===== config.mk =====
export PLATFORM = sky130hd
export DESIGN_NAME = instr_fetch
export DESIGN_NICKNAME = d
export VERILOG_FILES = /design/src/rtl/instr_fetch.sv
export SDC_FILE = /design/constraint.sdc
export NUM_CORES = 1
export LEC_CHECK = 0
export CAP_MARGIN = 20
export CORE_MARGIN = 2
export CORE_UTILIZATION = 53
export CTS_BUF_LIST = sky130_fd_sc_hd__clkbuf_4 sky130_fd_sc_hd__clkbuf_8
export DETAILED_ROUTE_END_ITERATION = 6
export PLACE_DENSITY = 0.87
export SYNTH_ARGS = -nofsm -noshare
export SYNTH_HDL_FRONTEND = slang
export SYNTH_SLANG_ARGS = --single-unit

===== constraint.sdc =====
create_clock -name clock -period 13.9 [get_ports clock]
set_input_delay 1.39 -clock clock [delete_from_list [all_inputs] [get_ports clock]]
set_output_delay 1.39 -clock clock [all_outputs]
set_load 0.1 [all_outputs]

===== src/rtl/instr_fetch.sv =====
// -----------------------------------------------------------------------------
// instr_fetch
//
// Instruction fetch stage of the RISwitch core. Owns the program counter,
// drives the instruction-memory address, pairs each returning word (valid one
// cycle after its address) with its PC and hands it to decode. A one-entry
// hold register absorbs decode back-pressure. A redirect from execute squashes
// all in-flight work and restarts fetch at a new target.
//
// Ports
//   clock           in   single clock, all state updates on posedge
//   reset           in   synchronous, active-high
//   imem_addr       out  address presented to instruction memory
//   imem_instr      in   word for the address sampled at the previous posedge
//   redirect_valid  in   squash and restart fetch at redirect_target
//   redirect_target in   new PC, bits [1:0] are ignored (forced to 0)
//   out_valid       out  out_pc/out_instr carry a fetched instruction
//   out_ready       in   decode accepts this cycle
//   out_pc          out  PC of the presented instruction
//   out_instr       out  presented instruction word
//
// Handshake: an instruction moves to decode in any cycle where
// out_valid & out_ready are both high. Once out_valid is raised, out_pc and
// out_instr stay unchanged until that transfer happens, unless a redirect or
// reset squashes the instruction. out_valid never depends on out_ready.
// -----------------------------------------------------------------------------
module instr_fetch #(
   parameter int                   addrWidth   = 32,
   parameter int                   instrWidth  = 32,
   parameter logic [addrWidth-1:0] resetVector = 32'h8000_0000
) (
   input  logic                  clock,
   input  logic                  reset,
   output logic [addrWidth-1:0]  imem_addr,
   input  logic [instrWidth-1:0] imem_instr,
   input  logic                  redirect_valid,
   input  logic [addrWidth-1:0]  redirect_target,
   output logic                  out_valid,
   input  logic                  out_ready,
   output logic [addrWidth-1:0]  out_pc,
   output logic [instrWidth-1:0] out_instr
);

   // Program counter: next address to request.
   logic [addrWidth-1:0]  pc;

   // Request issued last cycle; its data is on imem_instr now.
   logic                  req_valid;
   logic [addrWidth-1:0]  req_pc;

   // Hold entry for a word decode refused.
   logic                  hold_valid;
   logic [addrWidth-1:0]  hold_pc;
   logic [instrWidth-1:0] hold_instr;

   logic                  redirect;
   logic [addrWidth-1:0]  redirect_addr;
   logic                  stall;
   logic                  issue;
   logic                  capture;
   logic [1:0]            unused_target_bits;

   assign unused_target_bits = redirect_target[1:0];

   // Reset outranks redirect, so a redirect is only honoured out of reset.
   assign redirect      = redirect_valid & ~reset;
   assign redirect_addr = {redirect_target[addrWidth-1:2], 2'b00};

   // Presented entry: the hold register always wins because it is older than
   // anything in the request slot.
   always_comb begin
      out_valid = (hold_valid | req_valid) & ~redirect_valid & ~reset;
      out_pc    = req_pc;
      out_instr = imem_instr;
      if (hold_valid) begin
         out_pc    = hold_pc;
         out_instr = hold_instr;
      end
   end

   assign stall = out_valid & ~out_ready;
   assign issue = redirect | ~stall;

   // When not issuing the address still shows pc; memory reads it anyway and
   // the returned word is ignored because req_valid drops.
   assign imem_addr = redirect ? redirect_addr : pc;

   // A refused word coming straight from memory must be parked, since the
   // memory port will not repeat it. The capture cycle is a stall cycle, so
   // no new request is issued and hold/req never fill together.
   assign capture = req_valid & ~hold_valid & ~out_ready & ~redirect_valid;

   always_ff @(posedge clock) begin
      if (reset) begin
         pc         <= resetVector;
         req_valid  <= 1'b0;
         hold_valid <= 1'b0;
      end else if (redirect) begin
         pc         <= redirect_addr + addrWidth'(4);
         req_pc     <= redirect_addr;
         req_valid  <= 1'b1;
         hold_valid <= 1'b0;
      end else begin
         if (issue) begin
            pc        <= pc + addrWidth'(4);
            req_pc    <= pc;
            req_valid <= 1'b1;
         end else begin
            req_valid <= 1'b0;
         end

         if (capture) begin
            hold_valid <= 1'b1;
            hold_pc    <= req_pc;
            hold_instr <= imem_instr;
         end else if (hold_valid && out_ready) begin
            hold_valid <= 1'b0;
         end
      end
   end

endmodule


Yosys cells after proc, flatten, opt, wreduce, memory -nomap -nowiden. Cells that the tools add are included.

Register bits after elaboration: 130. Output and inout bits: 97. Logic and storage cells: 41.

Bitwise operators: 15. Mux-type cells: 11. Reductions and logical operators: 6. $add $sub $neg: 2.

Operators with widths (count): $mux W32 (7); $add A32 B3 Y32 const B (2); $and A1 B1 Y1 (7); $not A1 Y1 (6); $mux W1 (4); $reduce_bool A2 Y1 (2); $reduce_and A3 Y1 (1); $or A1 B1 Y1 (2); $reduce_and A2 Y1 (1); $reduce_or A2 Y1 (1); $logic_and A1 B1 Y1 (1).

Depth between registers and ports, before layout.
Depth after elaboration: 8. Gate-level depth with buffers: 13. Mapped depth without buffers: 8.

Worst setup path before layout. No wires, ideal clock.

Path kind: input -> register. Start point: input port reset. End point: register hold_instr[0] (enable). Arrival: 7.634 ns. Path slack: 5.631 ns. Stages: 3. Path buffers: 2. Library setup time: 0.636 ns. Required time: 13.264 ns. Cell sequence: buf_6 > clkbuf_1 > nor4_1.

Longest elaborated chain between the ends: 4.

Ends and longest elaborated chain: start: declaration (line 33) `input logic reset,`; $not A1 Y1 (no source line) (*); $and A1 B1 Y1 (line 66) `assign redirect = redirect_valid & ~reset;`; $not A1 Y1 (no source line); $reduce_and A3 Y1 (no source line) (*); end signal: assignment (line 115) `hold_instr <= imem_instr;`; end: declaration (line 54) `logic [instrWidth-1:0] hold_instr;`.

Mark *: on every way between the ends. The rest lies on a longest branch, timed or not. A chain may end at the register's enable or synchronous reset.

Worst setup path in the final report.
Start point: input port redirect_valid. End point: output port imem_addr[12].

Longest elaborated chain between the ends: 2.

Ends and longest elaborated chain: start: declaration (line 36) `input logic redirect_valid,`; $and A1 B1 Y1 (line 66); $mux W32 (line 86) `assign imem_addr = redirect ? redirect_addr : pc;`; end: declaration (line 34) `output logic [addrWidth-1:0] imem_addr,`.

Every way passes these cells.

==> reports/results.txt <==
Outcome: complete, no violations
DRT Pass-1 Iters: 5
Setup TNS: 0 ns
CTS root buffer: clkbuf_8
Primary FF master, synth: edfxtp_1
Initial antenna violation count: 0
Die Span X: 110.8 µm
Hold Crit Depth: 0
Slowest CP cell: clkdlybuf4s50_1
Fmax: 0.1713 GHz
DP HPWL: 9526 µm
CP max stage delay: 1.20 ns
Die area: 12280 µm²
Max-Cap Viols: 0
XOR/XNOR share of the synthesized area: 1.593%
Worst-Skew Late Latency: 0.43 ns
Pwr Density: 130.3 nW/µm²
RSZ-0062 raised after global routing: no
Top cell family by delay on the critical path: buffers and inverters
Total Wirelength: 14030 µm
Core Footprint: 11270 µm²
Max Slew Vio Count: 0
Final min period: 5.838 ns
Worst EP arrival: 4.45 ns
DRC errors left: 0
CTS tree: yes
Simple logic cell fraction of the synthesized area: 15.33%
Syn Std Cell Area: 6048 µm²
Final setup fails: 0
Reg2reg start: hold_valid$_SDFFE_PP0P_
Via density: 5.636
Global-route total usage across every layer: 22.83%
Crit start category: input pin
Mux share of post-synthesis cell area: 17.73%
Per-cell routed wire length: 17.50 µm
Largest family of logic cells by synthesized area: multiplexers
DIE HEIGHT: 110.8 µm
Post-synth EDFFs: 92
Met2 usage: 37.38%
CP dominant cell by count: clkdlybuf4s50_1
Initial Util: 53.66%
Hold Vio Cnt, Final: 0
Yosys cell types: 47
Post-CTS Setup Inserts: 0
Area after DPL: 7696 µm²
Synth Area per Inst: 12.32 µm²
H-tree Lvls: 4
Post-synth ARST share: 0%
Leak: 0.002969 µW
Crit-path cells: clkdlybuf4s50_1 > nor2b_2 > buf_4 > mux2_2 > clkdlybuf4s50_1
Final GP Congestion: 0.8630
Port Buffers: 158
Cts-stage hold buffer count: 0
Num Clock Sinks: 124
Slew headroom: 30.95%
Post-route ant nets: 0
Grt ovf: 0
Clk slew on worst S/H paths: 0.07 ns
Crit Path Max Fanout: 27
Layout cells sized above 1: 20.33%
Non-Filler Cell Area, Final: 8159 µm²
Vias in the first global route: 4388
Worst Path Buf+Inv: 3
Hold Path Origin: req_pc[31]$_DFFE_PP_
Ant. Diodes: 0
Hold Crit Endpoint: hold_pc[31]$_DFFE_PP_
FF-to-FF path depth: 7
First-pass GRT wire length: 22400 µm
Synth Instances: 491
Register bit total from synthesis: 124
Area grow syn2layout: 34.90%
VDD IR max: 0.06658 mV
Site row count: 39
TritonCTS buffer count: 17
Register area share after synthesis: 56.27%
Setup CP Type: input pin to output pin
Worst-Margin Slew: 1.032 ns
Worst EP required: 12.51 ns
Largest net degree at the start of global routing: 63
Post_cts resized: 0
Worst reg-to-reg setup slack: 11.49 ns
Final net count: 715
Max clock buf depth: 2
Setup Skew: 0.01143 ns
DRT iter0 DRCs: 347
Worst hold path class: flop to flop
Top Ports: 165
Worst setup EP type: output pin
Yosys warns: 0
Vias: 4520
GRT met3 Usage: 5.085%
Adder-Cell Fraction of Synth Area: 0.2069%
End of the worst register-to-register path: pc[28]$_SDFFE_PP0P_
Met1 Track Usage GR: 29.53%
Top Usage Layer GRT: met2
Ratio of final minimum period to clock period: 42.00%
Synth Area in Compound Gates: 5.420%
cell usage after synthesis (all sizes together) (10+ instances only):
master,n,area (µm²)
mux2i,17,224.0
a21oi,12,60.06
xnor2,11,96.34
nand2,97,364.1
dfxtp,32,640.6
nor3,29,145.1
nor2,12,45.04
nand3,10,50.05
a221o,10,100.1
clkbuf,16,60.06
mux2,75,848.3
buf,16,118.9
edfxtp,92,2763
cells by family after synthesis:
group                      count (synthesis)
DFF                                      124
buffers and inverters                     39
xor gates and xnor gates                  11
other                                      1
adders and majority gates                  1
AOI/OAI and AO/OA                         42
and+or+nand+nor                          181
muxes                                     92
through the flow:
stage	setup slack, ns	util [%]	total power, µW	instances	hold slack (ns)
after floorplan	5.631	-	658.3	494	0.4222
after global routing	7.966	72.38	1097	802	0.4528
after global placement	8.126	68.28	727.2	769	0.4289
after CTS	8.085	72.14	1068	801	0.4462
after detailed placement	8.087	68.28	732.2	769	0.4300
final	8.062	72.38	1063	802	0.4443
layout by cell type, fill, tap and decap left out, types with 2 or more instances in the layout:
master	n
xnor2_1	11
nor4_2	4
bufinv_16	3
a221o_1	10
nor3b_1	2
edfxtp_1	92
nand2b_1	2
nand4_4	2
clkbuf_4	3
nand4_1	5
nand2_1	97
nor2_1	12
o21ai_0	7
nor3_1	29
and3_1	8
mux2_2	74
a211o_1	2
clkbuf_8	22
clkinv_1	2
a21oi_1	12
a211oi_1	2
inv_1	7
clkdlybuf4s50_1	158
mux2i_4	4
mux2i_1	12
nor4_4	3
nand3_1	10
conb_1	4
buf_4	6
dfxtp_1	31
layout make-up:
class                   instances  area (µm²)
flip-flops and latches        124        3405
fillers                       756        3113
multi-input cells             331        2460
repair buffers                165        1654
clock buffers                  25       325.3
well taps                     143       178.9
clock inverters                 7       110.1
inverters                       7       26.28
power breakdown:
| group | internal [µW] | switching (µW) | total (µW) |
|---|---|---|---|
| clock | 206 | 131 | 337 |
| sequential | 418 | 9.01 | 427 |
| combinational | 80.0 | 219 | 299 |
registers in the layout (all words and copies together), names as in the netlist:
| register | flops |
|---|---|
| pc | 30 |
| req_pc | 30 |
| hold_pc | 30 |
| hold_valid | 1 |
| hold_instr | 32 |
| req_valid | 1 |
how the worst max path moves through the flow:
stage	start	to	slack, ns	depth (start not counted)
final	redirect_valid	imem_addr[12]	8.06	5
after detailed placement	redirect_valid	imem_addr[12]	8.09	5
after global placement	redirect_valid	imem_addr[23]	8.13	6
after global routing	redirect_valid	imem_addr[23]	7.97	6
after floorplan	reset	hold_instr[0]$_DFFE_PP_	5.63	3
after CTS	redirect_valid	imem_addr[12]	8.08	5
metal layers:
| layer | routed length (µm) | up-vias | part of all wire [%] |
|---|---|---|---|
| li1 | - | 2123 | - |
| met1 | 5675 | 2159 | 40 |
| met2 | 6867 | 210 | 49 |
| met3 | 1122 | 28 | 8.0 |
| met4 | 369 | 0 | 2.6 |
| met5 | 0 | - | 0 |
Note: power is estimated with default switching activity, not from simulation.
